**src/rtl/cgen_bank.sv**
```systemverilog
// Bank of W synchronous generalised Muller C-elements with per-input inversion,
// asymmetric rise/fall input sets, completion flags and a saturating switch counter.
module cgen_bank #(
  parameter int                W       = 4,
  parameter int                N       = 2,
  parameter logic [N-1:0]      INV     = {N{1'b0}},
  parameter logic [N-1:0]      UP_MASK = {N{1'b1}},
  parameter logic [N-1:0]      DN_MASK = {N{1'b1}},
  parameter logic [W-1:0]      RST_VAL = {W{1'b0}},
  parameter int                CW      = 8
) (
  input  logic             CK,
  input  logic             RS,
  input  logic             ST,
  input  logic             ENA,
  input  logic [W*N-1:0]   A,
  output logic [W-1:0]     Q,
  output logic [W-1:0]     PRECAP,
  output logic             ALL_HI,
  output logic             ALL_LO,
  output logic [CW-1:0]    EVCNT
);

  logic [W-1:0]  q_q, q_d;
  logic [CW-1:0] evcnt_q, evcnt_d;
  logic [W-1:0]  rise, fall, precap;
  logic          a_bit;

  // Empty masks leave the term at its AND identity, so it reads as constant 1.
  always_comb begin
    rise   = '1;
    fall   = '1;
    precap = '0;
    a_bit  = 1'b0;
    for (int c = 0; c < W; c++) begin
      for (int j = 0; j < N; j++) begin
        a_bit   = A[c*N+j] ^ INV[j];
        rise[c] = rise[c] & (a_bit | ~UP_MASK[j]);
        fall[c] = fall[c] & (~a_bit | ~DN_MASK[j]);
      end
      // Both terms active is a conflict and behaves as hold.
      if (rise[c] && !fall[c])
        precap[c] = 1'b1;
      else if (fall[c] && !rise[c])
        precap[c] = 1'b0;
      else
        precap[c] = q_q[c];
    end
  end

  always_comb begin
    q_d     = q_q;
    evcnt_d = evcnt_q;
    if (ST) begin
      q_d = {W{1'b1}};
    end else if (ENA) begin
      q_d = precap;
      if ((precap != q_q) && (evcnt_q != {CW{1'b1}}))
        evcnt_d = evcnt_q + CW'(1);
    end
  end

  always_ff @(posedge CK) begin
    if (RS) begin
      q_q     <= RST_VAL;
      evcnt_q <= '0;
    end else begin
      q_q     <= q_d;
      evcnt_q <= evcnt_d;
    end
  end

  assign Q      = q_q;
  assign PRECAP = precap;
  assign ALL_HI = &q_q;
  assign ALL_LO = ~|q_q;
  assign EVCNT  = evcnt_q;

endmodule

```
**config.mk**
```make
export PLATFORM = sky130hd
export DESIGN_NAME = cgen_bank
export DESIGN_NICKNAME = d
export VERILOG_FILES = /design/src/rtl/cgen_bank.sv
export SDC_FILE = /design/constraint.sdc
export NUM_CORES = 1
export LEC_CHECK = 0
export BUFFER_PORTS_ARGS = -buffer_cell sky130_fd_sc_hd__buf_2
export CORE_MARGIN = 2
export CORE_UTILIZATION = 40
export CTS_CLUSTER_DIAMETER = 200
export CTS_CLUSTER_SIZE = 20
export DETAILED_ROUTE_END_ITERATION = 6
export PLACE_DENSITY = 0.68
export SYNTH_ARGS = -nofsm -noshare
export SYNTH_HDL_FRONTEND = slang
export SYNTH_SLANG_ARGS = --single-unit
```
**constraint.sdc**
```tcl
create_clock -name CK -period 2 [get_ports CK]
set_input_delay 0 -clock CK [delete_from_list [all_inputs] [get_ports CK]]
set_output_delay 0 -clock CK [all_outputs]
set_load 0.05 [all_outputs]
```
==> reports/summary.json <==
{
  "clk_latency_ns": 0.28,
  "synthesis.yosys.warnings": 0,
  "max_stage_delay_ns": 0.45,
  "grt-ovfl-total": 0,
  "regToRegSetupSlack_ns": 0.32,
  "worst-path-max-fanout": 7,
  "dieWidth_um": 46.7,
  "netlist.area_leader.share_pct": 32.9,
  "floorplan.die.height_um": 46.7,
  "fp.dieArea_um2": 2180,
  "rsz_0062_raised_after_global_routing": "no",
  "cts.repair_timing.setup_buffer_count": 0,
  "max_slew.worst_pin.slew_ns": 0.401,
  "io-pin-count": 30,
  "gp_congestion": 0.743,
  "post-synth-top-count-cell": "sky130_fd_sc_hd__nor2_1",
  "synth_top_cells_by_area": "sky130_fd_sc_hd__dfxtp_1 (33%), sky130_fd_sc_hd__nor2_1 (8.7%), sky130_fd_sc_hd__a21oi_1 (6.2%), sky130_fd_sc_hd__o21ai_0 (5.5%), sky130_fd_sc_hd__xnor2_1 (4.8%)",
  "synth_fp_nets": 97,
  "power.combinational.fraction_pct": 27.7,
  "cts_tree": "built",
  "fin_skew_ns": 0.00473,
  "achievable-frequency_mhz": 596,
  "globalRouteTotalUtil_pct": 15.3,
  "worstSetupPathType": "reg2reg",
  "synth.avg_cell_area_um2": 8.70,
  "cp_cell_sequence": "ha_1 -> nand3_4 -> o311ai_4 -> a21oi_4 -> and2_4 -> a31o_1",
  "final_critical_path_time_including_i_o_delays_and_setup_ns": 1.68,
  "multiInputGateArea_um2": 482,
  "p_leak_nw": 0.402,
  "cellPowerDensity_nw_per_um2": 667,
  "cell_chosen_for_the_clock_root": "sky130_fd_sc_hd__clkbuf_4",
  "cts_num_sinks": 12,
  "worstPathArrival_ns": 1.86,
  "first_global_vias": 567,
  "min-delay-path-class": "in2reg",
  "synth_sequential_area_ratio_pct": 32.9,
  "critPathLaunchType": "register",
  "ys.flop_type": "sky130_fd_sc_hd__dfxtp_1",
  "crit_path_top_delay_cell": "sky130_fd_sc_hd__o311ai_4",
  "ys_async_rst_share_pct": 0,
  "vias_per_cell": 4.94,
  "syn2layout_area_growth_pct": 29.8,
  "numPortBuffers": 29,
  "number_of_gates_resized_after_cts": 0,
  "syn-instance-count": 84,
  "run_status": "finished clean",
  "nNetsFinal": 130,
  "maxCapViolations": 0,
  "routed_wire_length_per_instance_um": 10.6,
  "htree_levels": 1,
  "share_seq_of_total_power_pct": 41.3,
  "pwr-share-clk_pct": 31.0,
  "cell_types_with_the_highest_counts_after_synthesis": "sky130_fd_sc_hd__nor2_1 (17), sky130_fd_sc_hd__dfxtp_1 (12), sky130_fd_sc_hd__a21oi_1 (9)",
  "ff_latch_area_um2": 243,
  "postSynthRegisterBits": 12,
  "drc": 0,
  "drtIter0Drc": 3,
  "setup_tns_ns": 0,
  "power.internal_uw": 411,
  "grt_start_max_net_pins": 16,
  "layout.filler_cells": 185,
  "core.rowCount": 15,
  "hold_ws_ns": 0.0520,
  "relative_slew_slack_pct": 73.2,
  "number_of_endpoints_failing_setup_at_the_final_stage": 0,
  "dr.pass1.iters": 3,
  "grt_antenna_before_repair": 0,
  "wire_length_of_the_first_global_routing_pass_um": 2320,
  "synth_cell_types": 30,
  "ctsHoldBuffers": 0,
  "timing_hold_violations_final": 0,
  "cp_data_required_time_ns": 2.18,
  "drt_wl_total_um": 1500,
  "tritoncts.num_buffers": 3,
  "share_of_layout_cells_above_drive_strength_1_pct": 38.8,
  "initial_utilization_pct": 42.3,
  "worst_setup_path_end_kind": "register",
  "synth.cell_area_um2": 731,
  "yosys.area.top_type": "sky130_fd_sc_hd__dfxtp_1",
  "netSwitchingFraction_pct": 35.1,
  "fin_crit_sh_pct": 83.8,
  "vdd.ir_drop.worst_uv": 440,
  "detailroute.via_count": 696,
  "core_um2": 1730,
  "place_hpwl_um": 1140,
  "clkTransAtPathRegs_ns": 0.08,
  "number_of_pins_with_negative_max_slew_slack_in_the_final_report": 0,
  "ctsLongestPathBuffers": 2,
  "n_antenna_cell": 0,
  "synth_edf_count": 0,
  "postRouteAntennaNets": 0,
  "switchingPower_uw": 222
}
-- registers in the layout, indices dropped and copies added (netlist names) --
signal	count
EVCNT	8
Q	4
-- worst paths after layout --
kind                                             from                    end  cells past startpoint
worst max-delay path            EVCNT[0]$_SDFFE_PP0P_  EVCNT[7]$_SDFFE_PP0P_                      6
worst min-delay path                               ST      Q[2]$_SDFFE_PP0P_                      3
worst max register to register  EVCNT[0]$_SDFFE_PP0P_  EVCNT[7]$_SDFFE_PP0P_                      6
worst min register to register  EVCNT[1]$_SDFFE_PP0P_  EVCNT[1]$_SDFFE_PP0P_                      2
-- cell type report --
class / count / share of cell area, %
Inverter: 3 / 1.19
Multi-Input combinational cell: 68 / 50.8
Clock buffer: 4 / 3.83
Timing Repair Buffer: 29 / 15.3
Sequential cell: 12 / 25.6
Tap cell: 25 / 3.30
-- critical path: cells and delay by family (launching register included) --
family          cells  cell delay, ns
simple gates        2            0.28
compound gates      3            0.72
flops               1            0.36
fa+ha+maj           1            0.23
-- kinds of logic after synthesis --
| family | after synthesis | synth area share, % |
|---|---|---|
| compound gates | 32 | 36.1 |
| xor+xnor | 4 | 4.79 |
| flops | 12 | 32.9 |
| fa+ha+maj | 1 | 1.71 |
| buf+inv | 4 | 2.05 |
| simple gates | 30 | 21.1 |
| mux | 1 | 1.37 |
-- routing by layer --
layer	global-route usage [%]	vias up	part of all wire [%]
li1	-	372	-
met1	18.6	301	48
met2	24.2	19	44
met3	2.31	4	4.9
met4	11.7	0	3.1
met5	0	-	0
-- placed cells by master (no fill, tap or decap), types with 3 or more instances in the layout --
cell type / instances
sky130_fd_sc_hd__nor2_1: 17
sky130_fd_sc_hd__o21ai_0: 8
sky130_fd_sc_hd__clkbuf_4: 3
sky130_fd_sc_hd__a21oi_1: 9
sky130_fd_sc_hd__inv_1: 3
sky130_fd_sc_hd__dfxtp_1: 10
sky130_fd_sc_hd__nand2_1: 3
sky130_fd_sc_hd__o21a_1: 4
sky130_fd_sc_hd__buf_2: 29
sky130_fd_sc_hd__xnor2_1: 4
-- power groups by stage --
| stage | Sequential [mW] | Clock, mW | Combinational [mW] |
|---|---|---|---|
| final | 0.261 | 0.196 | 0.175 |
| after floorplan | 0.298 | 0 | 0.0998 |
| after CTS | 0.262 | 0.204 | 0.177 |
| after detailed placement | 0.267 | 0 | 0.176 |
| after global routing | 0.263 | 0.209 | 0.188 |
| after global placement | 0.266 | 0 | 0.174 |
-- stage by stage --
stage / total power, mW / std cells / worst slack [ns] / area, um2 / util, %
3_5_place_dp: 0.443 / 137 / 0.321 / 912 / 52.8
6_report: 0.633 / 141 / 0.323 / 948 / 54.9
4_1_cts: 0.642 / 141 / 0.313 / 948 / 54.9
5_1_grt: 0.661 / 141 / 0.228 / 948 / 54.9
3_3_place_gp: 0.441 / 137 / 0.352 / 912 / 52.8
2_1_floorplan: 0.398 / 84 / 0.128 / 739 / -
(Power assumes the default switching activity.)
